## src/rtl/vga_pkg.sv

```systemverilog
// Shared constants, pipeline payload types and background address helper for the pixel fetch path.
// Latency: n/a (package only).  Backpressure: n/a.
package vga_pkg;

    localparam int ADDR_W     = 17;
    localparam int COLOUR_W   = 12;
    localparam int SCREEN_W   = 320;
    localparam int BG_SIZE    = 76800;
    localparam int PIPE_DEPTH = 2;

    localparam logic [COLOUR_W-1:0] KEY_COLOUR = 12'hFFF;

    typedef enum logic [3:0] {
        PIC_BACK = 4'd0,
        PIC_P1   = 4'd1,
        PIC_P2   = 4'd2,
        PIC_BALL = 4'd3
    } pic_e;

    typedef struct packed {
        logic [3:0] pic;
        logic       vld;
    } ctrl_t;

    typedef struct packed {
        logic hs;
        logic vs;
    } sync_t;

    // Background is 320x240 upscaled 2x; the linear index can reach ~2.1x BG_SIZE
    // for out-of-range counters, so at most two subtractions bring it into range.
    function automatic logic [ADDR_W-1:0] bg_addr_calc(input logic [9:0] h, input logic [9:0] v);
        logic [17:0] lin;
        lin = 18'(v >> 1) * 18'(SCREEN_W) + 18'(h >> 1);
        if (lin >= 18'(2 * BG_SIZE)) begin
            lin = lin - 18'(2 * BG_SIZE);
        end else if (lin >= 18'(BG_SIZE)) begin
            lin = lin - 18'(BG_SIZE);
        end
        return ADDR_W'(lin);
    endfunction

endpackage

```

## src/rtl/pipe_delay.sv

```systemverilog
// Generic shift-register delay line advancing only when en is high.
// Latency: DEPTH en-qualified clk edges.  Backpressure: none; en low holds every stage.
module pipe_delay #(
    parameter int            W       = 1,
    parameter int            DEPTH   = 2,
    parameter logic [W-1:0]  RST_VAL = '0
) (
    input  logic         clk,
    input  logic         rst_n,
    input  logic         en,
    input  logic [W-1:0] din,
    output logic [W-1:0] dout
);

    logic [W-1:0] stage_q [DEPTH];

    always_ff @(posedge clk or negedge rst_n) begin
        if (!rst_n) begin
            for (int i = 0; i < DEPTH; i++) begin
                stage_q[i] <= RST_VAL;
            end
        end else if (en) begin
            stage_q[0] <= din;
            for (int i = 1; i < DEPTH; i++) begin
                stage_q[i] <= stage_q[i-1];
            end
        end
    end

    assign dout = stage_q[DEPTH-1];

endmodule

```

## src/rtl/vga_pixel_fetch.sv

```systemverilog
// Background/sprite ROM address generation and colour select; TRANSPARENCY_EN keys out 12'hFFF sprite pixels.
// Latency: 2 pixel edges (pclk_en-qualified clk) from counters/syncs to colour and syncs.
// Backpressure: none; pclk_en low freezes the whole pipeline.
module vga_pixel_fetch
    import vga_pkg::*;
(
    input  logic                clk,
    input  logic                rst_n,
    input  logic                pclk_en,
    input  logic [9:0]          h_cnt,
    input  logic [9:0]          v_cnt,
    input  logic                valid_in,
    input  logic                hsync_in,
    input  logic                vsync_in,
    input  logic [ADDR_W-1:0]   pixel_addr,
    input  logic [3:0]          pic_choice,
    output logic [ADDR_W-1:0]   bg_addr,
    output logic [ADDR_W-1:0]   spr_addr,
    input  logic [COLOUR_W-1:0] bg_data,
    input  logic [COLOUR_W-1:0] p1_data,
    input  logic [COLOUR_W-1:0] p2_data,
    input  logic [COLOUR_W-1:0] ball_data,
    output logic [3:0]          vgaRed,
    output logic [3:0]          vgaGreen,
    output logic [3:0]          vgaBlue,
    output logic                hsync,
    output logic                vsync
);

    ctrl_t                ctrl_in;
    ctrl_t                s1_ctrl;
    sync_t                sync_in;
    sync_t                sync_out;
    logic [COLOUR_W-1:0]  colour_sel;
    logic [COLOUR_W-1:0]  colour_q;

    assign ctrl_in = '{pic: pic_choice, vld: valid_in};
    assign sync_in = '{hs: hsync_in, vs: vsync_in};

    // Source select and valid travel one stage alongside the ROM addresses.
    pipe_delay #(
        .W       ($bits(ctrl_t)),
        .DEPTH   (PIPE_DEPTH - 1),
        .RST_VAL ('0)
    ) u_ctrl_delay (
        .clk   (clk),
        .rst_n (rst_n),
        .en    (pclk_en),
        .din   (ctrl_in),
        .dout  (s1_ctrl)
    );

    // Syncs idle high out of reset and ride the full depth to meet the colour register.
    pipe_delay #(
        .W       ($bits(sync_t)),
        .DEPTH   (PIPE_DEPTH),
        .RST_VAL ('1)
    ) u_sync_delay (
        .clk   (clk),
        .rst_n (rst_n),
        .en    (pclk_en),
        .din   (sync_in),
        .dout  (sync_out)
    );

    assign hsync = sync_out.hs;
    assign vsync = sync_out.vs;

    always_comb begin
        colour_sel = bg_data;
        case (s1_ctrl.pic)
            PIC_BACK: colour_sel = bg_data;
            PIC_P1:   colour_sel = p1_data;
            PIC_P2:   colour_sel = p2_data;
            PIC_BALL: colour_sel = ball_data;
            default:  colour_sel = bg_data;
        endcase
`ifdef TRANSPARENCY_EN
        if ((s1_ctrl.pic inside {PIC_P1, PIC_P2, PIC_BALL}) && (colour_sel == KEY_COLOUR)) begin
            colour_sel = bg_data;
        end
`endif
    end

    // Background address ignores pic_choice so it is always ready behind a sprite.
    always_ff @(posedge clk or negedge rst_n) begin
        if (!rst_n) begin
            bg_addr  <= '0;
            spr_addr <= '0;
            colour_q <= '0;
        end else if (pclk_en) begin
            bg_addr  <= bg_addr_calc(h_cnt, v_cnt);
            spr_addr <= pixel_addr;
            colour_q <= s1_ctrl.vld ? colour_sel : '0;
        end
    end

    assign vgaRed   = colour_q[11:8];
    assign vgaGreen = colour_q[7:4];
    assign vgaBlue  = colour_q[3:0];

endmodule
```

## config.mk

```make
export PLATFORM = sky130hd
export DESIGN_NAME = vga_pixel_fetch
export DESIGN_NICKNAME = d
export VERILOG_FILES = /design/src/rtl/vga_pkg.sv /design/src/rtl/pipe_delay.sv /design/src/rtl/vga_pixel_fetch.sv
export SDC_FILE = /design/constraint.sdc
export NUM_CORES = 1
export LEC_CHECK = 0
export ABC_CLOCK_PERIOD_IN_PS = 2000
export BUFFER_PORTS_ARGS = -buffer_cell sky130_fd_sc_hd__buf_4
export CAP_MARGIN = 20
export CORE_MARGIN = 2
export CORE_UTILIZATION = 51
export CTS_BUF_LIST = sky130_fd_sc_hd__clkbuf_8
export DETAILED_ROUTE_END_ITERATION = 6
export GPL_ROUTABILITY_DRIVEN = 0
export PLACE_DENSITY = 0.94
export SETUP_SLACK_MARGIN = 0.3
export SYNTH_ARGS = -nofsm -noshare
export SYNTH_HDL_FRONTEND = slang
export SYNTH_SLANG_ARGS = --single-unit
export TNS_END_PERCENT = 50
```

## constraint.sdc

```tcl
create_clock -name clk -period 2 [get_ports clk]
set_clock_uncertainty 0.05 [all_clocks]
set_input_delay 0 -clock clk [delete_from_list [all_inputs] [get_ports clk]]
set_output_delay 0 -clock clk [all_outputs]
set_load 0.01 [all_outputs]
```

==> out/qor.yml, run 1 <==
outcome:
  status: "finished, violations left"
  violations: "setup timing"
setup_path:
  path_class: "input pin to register"
  crit_buf_inv: 1
  worstPathRequired_ns: 2.15
  crit_path_end_kind: "register"
  cp_slowest_cell: "a222oi_1"
  cp_slowest_stage_delay_ns: 0.46
  cp_cell_sequence: "buf_8, ha_4, ha_4, fa_2, xor2_4, nand2_2, nor4_4, nor3b_4, nand3_1, a31o_1, nand3b_1, nand2_2, a222oi_1, a21oi_1"
  start_kind: "input pin"
  cp_top_family: "simple AND/OR/NAND/NOR gates"
  cp_max_fo: 4
  worstPathArrival_ns: 3.63
placed_design:
  portBuffers: 140
  dp_hpwl_mm: 8.88
  post_dp_cell_area_um2: 5420
sta:
  max-slew-margin-rel_pct: 51.1
  final_max_slew_viol_count: 0
  hold_viol: 0
  period_minus_slack_ns: 3.49
  setup_ws_ns: -1.49
  period_share_pct: 174
  finalSetupViolCount: 7
  tns_ns: -9.15
  rsz0062_at_grt: "true"
  max_freq_mhz: 287
  worst_pin_slew_ns: 0.734
finish:
  final_area_um2: 6020
  nFillCells: 339
  utilization_pct: 83.5
  antenna_cells: 0
  areaGrowthSynthToFinish_pct: 59.7
  drive_gt1_share_pct: 54.6
  nets: 705
logic_synthesis:
  ys_types: 70
  ys_async_sr_fraction_pct: 100
  synth_edf_count: 0
  netlist.top_cell.by_area: "dfrtp_1"
  synth_top_cell_area_share_pct: 33.8
  ys_top_cells_by_area: "dfrtp_1, mux2_2, ha_1"
  yosysSeqAreaShare_pct: 36.6
  synthFlopType: "dfrtp_1"
  syn_inst: 354
  syn_area_um2: 3770
  ys_warn_count: 0
  syn_area_per_cell_um2: 10.7
  syn_nets: 472
  ys_seq_elements: 55
global_routing:
  track_usage_pct: 39.0
  antenna_found_initial: 0
  grt_pass1_wl_mm: 24.9
  grt_max_degree: 56
  grt_pass1_vias: 4612
  grt-ovfl-total: 0
power:
  ir_drop_v: 0.000740
  leakagePower_uw: 0.00282
  p_per_area_nw_per_um2: 758
clocking:
  max-clock-path-buffers: 2
  cts_buffers: 5
  clock_latency_ns: 0.33
  cts_tree: "yes"
  cts_root_buf: "clkbuf_8"
  cts_htree_levels: 2
  cts_sinks: 55
  clk_pin_slew_ns: 0.12
routing:
  firstDrtPassIters: 5
  antenna_left: 0
  route.vias.total: 4534
  drtIter0Drc: 701
  via_per_inst: 6.60
  routed_wl_mm: 17.8
  remaining_drc_errors: 0
  routedWlPerCell_um: 25.9
flow_run:
  drv_cap: 0
floorplanning:
  ios: 143
  rows: 31
  die_h_um: 90.0
  start_util_pct: 52.3
  core_area_um2: 7210
  die-width_um: 90.0
  dieArea_um2: 8100
worst_hold_path:
  hp-class: "input pin to register"
[flip-flops by register name, indices dropped and copies added (netlist names)]
signal and cells:
u_sync_delay.stage_q 2, spr_addr 17, u_sync_delay.dout 2, bg_addr 17
u_ctrl_delay.dout 5, colour_q 12
[power by group]
group          switching (uW)  internal, uW
registers                 145          1300
clock network             423           259
logic                    1290          1150
[synth_stat cells, drive strengths merged, types with 2 or more instances]
cell type	n
nor4	2
nand2b	2
a31oi	2
nand2	26
mux2i	18
mux2	48
dfrtp	51
fa	2
nand3	7
a32oi	4
o21a	3
ha	21
nand4	2
a21o	4
dfstp	4
or2	3
nor3	3
clkbuf	11
and2	3
buf	2
a21oi	23
a31o	2
nor4b	3
xor2	2
nand4b	2
xnor2	9
a311oi	2
inv	9
a211oi	6
o21ai	37
nor2	19
[path summary, 6_finish.rpt]
| check | startpoint | endpoint | slack, ns | cells past startpoint |
|---|---|---|---|---|
| worst max register to register | u_ctrl_delay.dout[2] | colour_q[6] | 0.36 | 4 |
| worst max-delay path | v_cnt[4] | bg_addr[12] | -1.49 | 14 |
| max in group asynchronous | rst_n | colour_q[6] | 1.18 | 2 |
| worst min-delay path | bg_data[9] | colour_q[9] | 0.07 | 4 |
| worst min register to register | colour_q[10] | colour_q[10] | 0.47 | 1 |
| min in group asynchronous | rst_n | spr_addr[9] | 0.20 | 2 |
[cell families (layout without fill, tap and decap cells)]
family,Yosys count,after routing,share of synthesized area [%]
buffers and inverters,23,257,2.29
muxes,66,66,19.2
DFF,55,55,36.6
xor gates and xnor gates,12,12,4.08
adders and majority gates,23,23,8.03
AOI/OAI and AO/OA,95,95,17.8
and+or+nand+nor,80,80,12.0
[layout make-up]
| cell class | instances | area [um^2] | area share [%] |
|---|---|---|---|
| Clock buffer | 5 | 68.8 | 1.14 |
| Sequential cell | 55 | 1380 | 22.9 |
| Timing Repair Buffer | 239 | 1890 | 31.3 |
| Tap cell | 99 | 124 | 2.06 |
| Multi-Input combinational cell | 276 | 2500 | 41.5 |
| Clock inverter | 3 | 26.3 | 0.436 |
| Inverter | 10 | 37.5 | 0.623 |
[per-stage QoR]
step           hold WS (ns)  setup WS, ns  cells  total power (uW)
6_report             0.0700         -1.49    687              4570
5_1_grt              0.0795         -1.55    687              4700
3_5_place_dp         0.0352         -1.38    638              3380
2_1_floorplan        -0.346         -1.03    354              2460
3_3_place_gp         0.0238         -1.16    638              3260
4_1_cts              0.0477        -0.910    683              4130
[worst reg2reg max path, delay by kind of cell (launching register included)]
family,cells,cell delay (ns)
AO/OA/AOI/OAI,2,0.40
flip-flops,1,0.48
multiplexers,1,0.28
AND/OR/NAND/NOR,1,0.32
[per-layer routing]
| metal | wire [um] | global-route usage (%) | share of wire [%] |
|---|---|---|---|
| met4 | 1690 | 24.6 | 9.5 |
| met5 | 0 | 0 | 0 |
| met1 | 5860 | 41.6 | 33 |
| met2 | 8440 | 69.6 | 47 |
| met3 | 1800 | 9.05 | 10 |
[what timing repair did]
item,in CTS,in global routing
endpoints found under the setup margin,8,10
resized for setup,11,18
hold endpoints to repair,81,0
setup buffers,6,4
pin swaps,19,5
hold buffers,31,0
[cell usage in the layout, fill, tap and decap left out, types with 9 or more instances in the layout]
cell,count
buf_4,205
dfrtp_1,51
mux2_2,47
dlygate4sd3_1,31
o21ai_0,28
nand2_1,23
a21oi_1,19
mux2i_1,18
nor2_1,15
ha_1,14
inv_1,9
Note: power is estimated with default switching activity, not from simulation.
==> run 2, diff against run 1 <==
--- a/config.mk
+++ b/config.mk
@@ -7,9 +7,11 @@
 export LEC_CHECK = 0
 export ABC_CLOCK_PERIOD_IN_PS = 2000
 export BUFFER_PORTS_ARGS = -buffer_cell sky130_fd_sc_hd__buf_4
-export CAP_MARGIN = 20
+export CAP_MARGIN = 10
+export CELL_PAD_IN_SITES_DETAIL_PLACEMENT = 1
+export CELL_PAD_IN_SITES_GLOBAL_PLACEMENT = 2
 export CORE_MARGIN = 2
-export CORE_UTILIZATION = 51
+export CORE_UTILIZATION = 31
 export CTS_BUF_LIST = sky130_fd_sc_hd__clkbuf_8
 export DETAILED_ROUTE_END_ITERATION = 6
 export GPL_ROUTABILITY_DRIVEN = 0
==> run 2 against run 1 <==
Net effect:
- the flow still finishes with violations (setup timing)
- sequential share of layout area down 0.84 points
- power down 1.1%
- critical path depth unchanged
- design area up 3.9%
- combinational power about the same
- non-clock buffer count up 6
- global-route usage down 18 points
- register-to-register slack about the same
- critical path type unchanged
- largest cell class unchanged
==> out/qor.yml, run 2 (synthesis results as in run 1) <==
finish:
  areaGrowthSynthToFinish_pct: 65.9
  reg.largest.list: "bg_addr (17), spr_addr (17), colour_q (12)"
  final_common_cell: "buf_4"
  drive_gt1_share_pct: 57.2  # +2.6 points
  nets: 711  # +0.85%
  utilization_pct: 52.3  # -31 points
  antenna_cells: 0  # unchanged
  layout_common_cells: "buf_4, dfrtp_1, mux2_2"
placed_design:
  portBuffers: 140  # unchanged
  dp_hpwl_mm: 9.77  # +10%
  place_ws_ns: -1.34  # +0.0421 ns
floorplanning:
  dieArea_um2: 13100  # +61%
  die_h_um: 114  # +27%
  start_util_pct: 31.5  # -21 points
  rows: 40  # +29%
  ios: 143  # unchanged
  die-width_um: 114  # +27%
  core_area_um2: 12000  # +66%
setup_path:
  worstPathRequired_ns: 2.15  # about the same
  crit_path_end_kind: "register"
  cp_slowest_cell: "fa_2"
  cp_top_family: "compound AO/OA/AOI/OAI gates"
  cp_max_fo: 4  # unchanged
  cp_slowest_stage_delay_ns: 0.39  # -0.07 ns
  worstPathArrival_ns: 3.32  # -0.31 ns
  start_kind: "input pin"
  crit_buf_inv: 1  # unchanged
  cp_cell_sequence: "buf_8, ha_4, ha_4, fa_2, a21o_4, a21oi_4, xnor2_4, mux2i_1, a32oi_2, a211oi_4, nand3_2, a21oi_1, mux2i_1, nand2_1"
  path_class: "input pin to register"
clocking:
  clk_pin_slew_ns: 0.10  # -0.02 ns
  cts_sinks: 55  # unchanged
  clock_latency_ns: 0.31  # -0.02 ns
  max-clock-path-buffers: 2  # unchanged
  cts_root_buf: "clkbuf_8"
  cts_htree_levels: 2  # unchanged
  cts_buffers: 5  # unchanged
  cts_tree: "yes"
routing:
  firstDrtPassIters: 4  # -1
  via_per_inst: 5.39  # -18%
  routedWlPerCell_um: 21.3  # -18%
  route.vias.total: 3993  # -12%
  antenna_left: 0  # unchanged
  drtIter0Drc: 218  # -69%
  remaining_drc_errors: 0  # unchanged
  routed_wl_mm: 15.8  # -11%
sta:
  max_freq_mhz: 316  # +10%
  max-slew-margin-rel_pct: 52.5  # +1.5 points
  period_share_pct: 158  # -16 points
  period_minus_slack_ns: 3.17  # -0.320 ns
  rsz0062_at_grt: "true"
  worst_pin_slew_ns: 0.712  # -0.0218 ns
  final_max_slew_viol_count: 0  # unchanged
  hold_viol: 0  # unchanged
  setup_ws_ns: -1.17  # +0.320 ns
  finalHoldWorstSlack_ns: 0.0393  # -0.0308 ns
  finalSetupViolCount: 7  # unchanged
global_routing:
  antenna_found_initial: 0  # unchanged
  grt_pass1_wl_mm: 22.1  # -12%
  grt_pass1_vias: 4303  # -6.7%
  track_usage_pct: 21.3  # -18 points
  grt_max_degree: 56  # unchanged
  grt-ovfl-total: 0  # unchanged
power:
  ir_drop_v: 0.000509  # -31%
  leakagePower_uw: 0.00287  # +1.8%
  p_per_area_nw_per_um2: 722  # -4.8%
flow_run:
  drv_cap: 0  # unchanged
outcome:
  status: "finished, violations left"
  violations: "setup timing"
worst_hold_path:
  hp-class: "input pin to register"
run 2: changes by cell type in the layout (fill, tap and decap cells not counted), sizes merged:
cell    change
buf         +6
clkinv      +1
inv         -1
run 2: final timing paths:
check,depth (start not counted),startpoint,slack [ns],endpoint
worst max register to register,5,u_ctrl_delay.dout[1],0.35,colour_q[9]
worst min register to register,1,spr_addr[15],0.47,spr_addr[15]
worst min-delay path,3,h_cnt[7],0.04,bg_addr[6]
max in group asynchronous,2,rst_n,1.17,u_ctrl_delay.dout[1]
min in group asynchronous,2,rst_n,0.22,spr_addr[7]
worst max-delay path,14,v_cnt[2],-1.17,bg_addr[14]
run 2: cell type report:
class | count | area, um^2
clock buffer | 5 | 68.8
clock inverter | 3 | 22.5
fill | 1324 | 5710
inverter | 10 | 37.5
multi-input combinational | 276 | 2600
sequential | 55 | 1380
tap | 147 | 184
timing repair buffer | 245 | 1960
run 2: worst reg2reg max path: stages (launching register included):
cell and delay, ns:
dfrtp_2 0.48, buf_12 0.17, o21a_2 0.27, o21ai_0 0.17, a21oi_1 0.09, mux2_2 0.31
run 2: power breakdown:
part	switching, uW	leakage, uW	total (uW)	internal, uW
sequential	138	0.000652	1430	1300
combinational	1190	0.00217	2430	1240
clock	400	0.0000485	652	253
total	1730	0.00287	4510	2780
run 2: metrics by stage:
step	power [uW]	setup TNS (ns)	cell area, um^2	instances
after global placement	3360	-8.05	5550	692
after detailed placement	3450	-8.78	5550	692
after CTS	4200	-5.79	6050	734
final	4510	-7.22	6250	741
after global routing	4750	-7.73	6250	741
after floorplan	2460	-6.12	3860	354
run 2: repair_timing:
action | in CTS | in global routing
hold buffers | 31 | 0
setup endpoints to repair | 8 | 15
endpoints found under the hold margin | 81 | 0
resized for setup | 18 | 32
buffers inserted | 3 | 7
gates cloned | 0 | 0
pin swaps | 11 | 14
run 2: routing by layer:
metal	vias up	wire, um	GRT usage [%]
li1	1792	-	-
met1	1997	6000	24.1
met2	142	8520	40.0
met3	62	580	3.07
met4	0	721	8.62
met5	-	0	0
==> run 3, diff against run 2 <==
--- a/config.mk
+++ b/config.mk
@@ -15,7 +15,7 @@
 export CTS_BUF_LIST = sky130_fd_sc_hd__clkbuf_8
 export DETAILED_ROUTE_END_ITERATION = 6
 export GPL_ROUTABILITY_DRIVEN = 0
-export PLACE_DENSITY = 0.94
+export PLACE_DENSITY = 0.88
 export SETUP_SLACK_MARGIN = 0.3
 export SYNTH_ARGS = -nofsm -noshare
 export SYNTH_HDL_FRONTEND = slang
==> run 3 against run 2 <==
Net effect:
- the flow still finishes with violations (setup timing)
- register-to-register slack gained 0.04 ns
- sequential share of layout area grew 0.21 points
- first-iteration DRC count shrank 33%
- critical endpoint is now bg_addr[12]
- design area shrank 0.92%
==> out/qor.yml, run 3 (synthesis results as in run 1) <==
setup_path:
  cp_slowest_stage_delay_ns: 0.63  # +0.24 ns
  worstSetupStartpoint: "v_cnt[2]"
  start_kind: "input pin"
  worstPathRequired_ns: 2.12  # -0.03 ns
  path_class: "input pin to register"
  cp_slowest_cell: "fa_2"
  cp_top_family: "adder cells"
  r2r_cells: 4  # -1
  crit_cells: 16  # +2
  cp_max_fo: 4  # unchanged
  reg2reg_from: "u_ctrl_delay.dout[2]"
  rrSetupSlack_ns: 0.39  # +0.04 ns
  crit_path_end_kind: "register"
  r2r_end: "colour_q[8]"
  cp_cell_sequence: "buf_8, ha_4, ha_4, fa_2, nand2_4, xnor2_4, ha_2, nor4b_4, nand4b_1, nor2_1, and4_1, o31ai_4, nand3_1, nand2_1, a222oi_1, a21oi_1"
  worst_path_most_repeated_cell: "ha_4"
  crit_end: "bg_addr[12]"
  worstPathArrival_ns: 3.32  # about the same
  crit_buf_inv: 1  # unchanged
placed_design:
  dp_hpwl_mm: 9.25  # -5.4%
  place_inst: 694  # +0.29%
  portBuffers: 140  # unchanged
floorplanning:
  dieArea_um2: 13100  # unchanged
  start_util_pct: 31.5  # unchanged
  core_area_um2: 12000  # unchanged
  die_h_um: 114  # unchanged
  die-width_um: 114  # unchanged
  rows: 40  # unchanged
  ios: 143  # unchanged
power:
  p_per_area_nw_per_um2: 705  # -2.4%
  leakagePower_uw: 0.00287  # +0.26%
  ir_drop_v: 0.000417  # -18%
  power.total_uw: 4370  # -3.3%
finish:
  layout_common_cells: "buf_4, dfrtp_1, mux2_2"
  areaGrowthSynthToFinish_pct: 64.3
  reg.largest.list: "bg_addr (17), spr_addr (17), colour_q (12)"
  utilization_pct: 51.8  # -0.48 points
  antenna_cells: 0  # unchanged
  nFillCells: 1323  # -0.076%
  drive_gt1_share_pct: 54.8  # -2.4 points
  finalNonFillerCells: 745  # +0.54%
  final_common_cell: "buf_4"
  nets: 715  # +0.56%
sta:
  rsz0062_at_grt: "true"
  period_minus_slack_ns: 3.20  # +0.0319 ns
  final_max_slew_viol_count: 0  # unchanged
  hold_viol: 0  # unchanged
  finalSetupViolCount: 7  # unchanged
  setup_ws_ns: -1.20  # -0.0319 ns
  tns_ns: -6.72  # +0.494 ns
  max_freq_mhz: 313  # -1.0%
  max-slew-margin-rel_pct: 52.8  # +0.29 points
  worst_pin_slew_ns: 0.708  # -0.00432 ns
  period_share_pct: 160  # +1.6 points
global_routing:
  antenna_found_initial: 0  # unchanged
  grt_pass1_vias: 4073  # -5.3%
  grt_pass1_wl_mm: 20.5  # -6.8%
  grt_max_degree: 56  # unchanged
  grt-ovfl-total: 0  # unchanged
  track_usage_pct: 19.7  # -1.6 points
routing:
  via_per_inst: 5.10  # -5.3%
  routed_wl_mm: 13.4  # -15%
  routedWlPerCell_um: 18.0  # -16%
  firstDrtPassIters: 4  # unchanged
  route.vias.total: 3801  # -4.8%
  remaining_drc_errors: 0  # unchanged
  drtIter0Drc: 147  # -33%
  antenna_left: 0  # unchanged
outcome:
  violations: "setup timing"
  status: "finished, violations left"
flow_run:
  drv_cap: 0  # unchanged
clocking:
  clock_latency_ns: 0.32  # about the same
  cts_sinks: 55  # unchanged
  clk_pin_slew_ns: 0.10  # about the same
  cts_htree_levels: 2  # unchanged
  cts_buffers: 5  # unchanged
  cts_root_buf: "clkbuf_8"
  max-clock-path-buffers: 2  # unchanged
  cts_tree: "yes"
worst_hold_path:
  hp-class: "input pin to register"
run 3: metrics by stage:
step           cell area, um^2  worst slack [ns]  hold WS [ns]
2_1_floorplan             3860             -1.03        -0.346
3_3_place_gp              5560             -1.21        0.0414
3_5_place_dp              5560             -1.34        0.0550
4_1_cts                   6100            -0.932        0.0483
5_1_grt                   6200             -1.31        0.0675
6_report                  6200             -1.20        0.0367
run 3: how the worst min path moves through the flow:
stage               startpoint      endpoint  slack [ns]  depth (start not counted)
floorplan                rst_n    bg_addr[0]       -0.35                          0
global placement         rst_n   spr_addr[4]        0.04                          1
detailed placement       rst_n  spr_addr[16]        0.05                          1
CTS                   h_cnt[7]    bg_addr[6]        0.05                          3
global route          h_cnt[7]    bg_addr[6]        0.07                          3
finish                h_cnt[7]    bg_addr[6]        0.04                          3
run 3: final cells by class:
type | count | area, um^2 | area share, %
tap | 147 | 184 | 2.97
inverter | 10 | 37.5 | 0.606
clock inverter | 3 | 23.8 | 0.384
timing repair buffer | 249 | 1980 | 31.9
multi-input combinational | 276 | 2520 | 40.7
sequential | 55 | 1380 | 22.3
clock buffer | 5 | 68.8 | 1.11
run 3: where the power goes:
group	internal, uW	total [uW]	switching (uW)
clock network	252	667	415
registers	1300	1420	127
logic	1200	2280	1070
run 3: timing repair:
action	in CTS	in global routing
buffers inserted	10	2
resized for setup	12	16
endpoints found under the setup margin	7	19
endpoints found under the hold margin	81	0
hold buffers	31	0
pin swaps	23	21
run 3: worst register-to-register path, cell delays in order, from the launching register on:
cell	delay, ns
dfrtp_1	0.46
nand2b_1	0.34
o21ai_0	0.25
a21oi_1	0.12
mux2_2	0.28
run 3: metal layers:
layer / wire [um] / GRT usage [%]
met1: 5290 / 22.8
met2: 7180 / 37.0
met3: 557 / 3.55
met4: 393 / 5.53
met5: 0 / 0
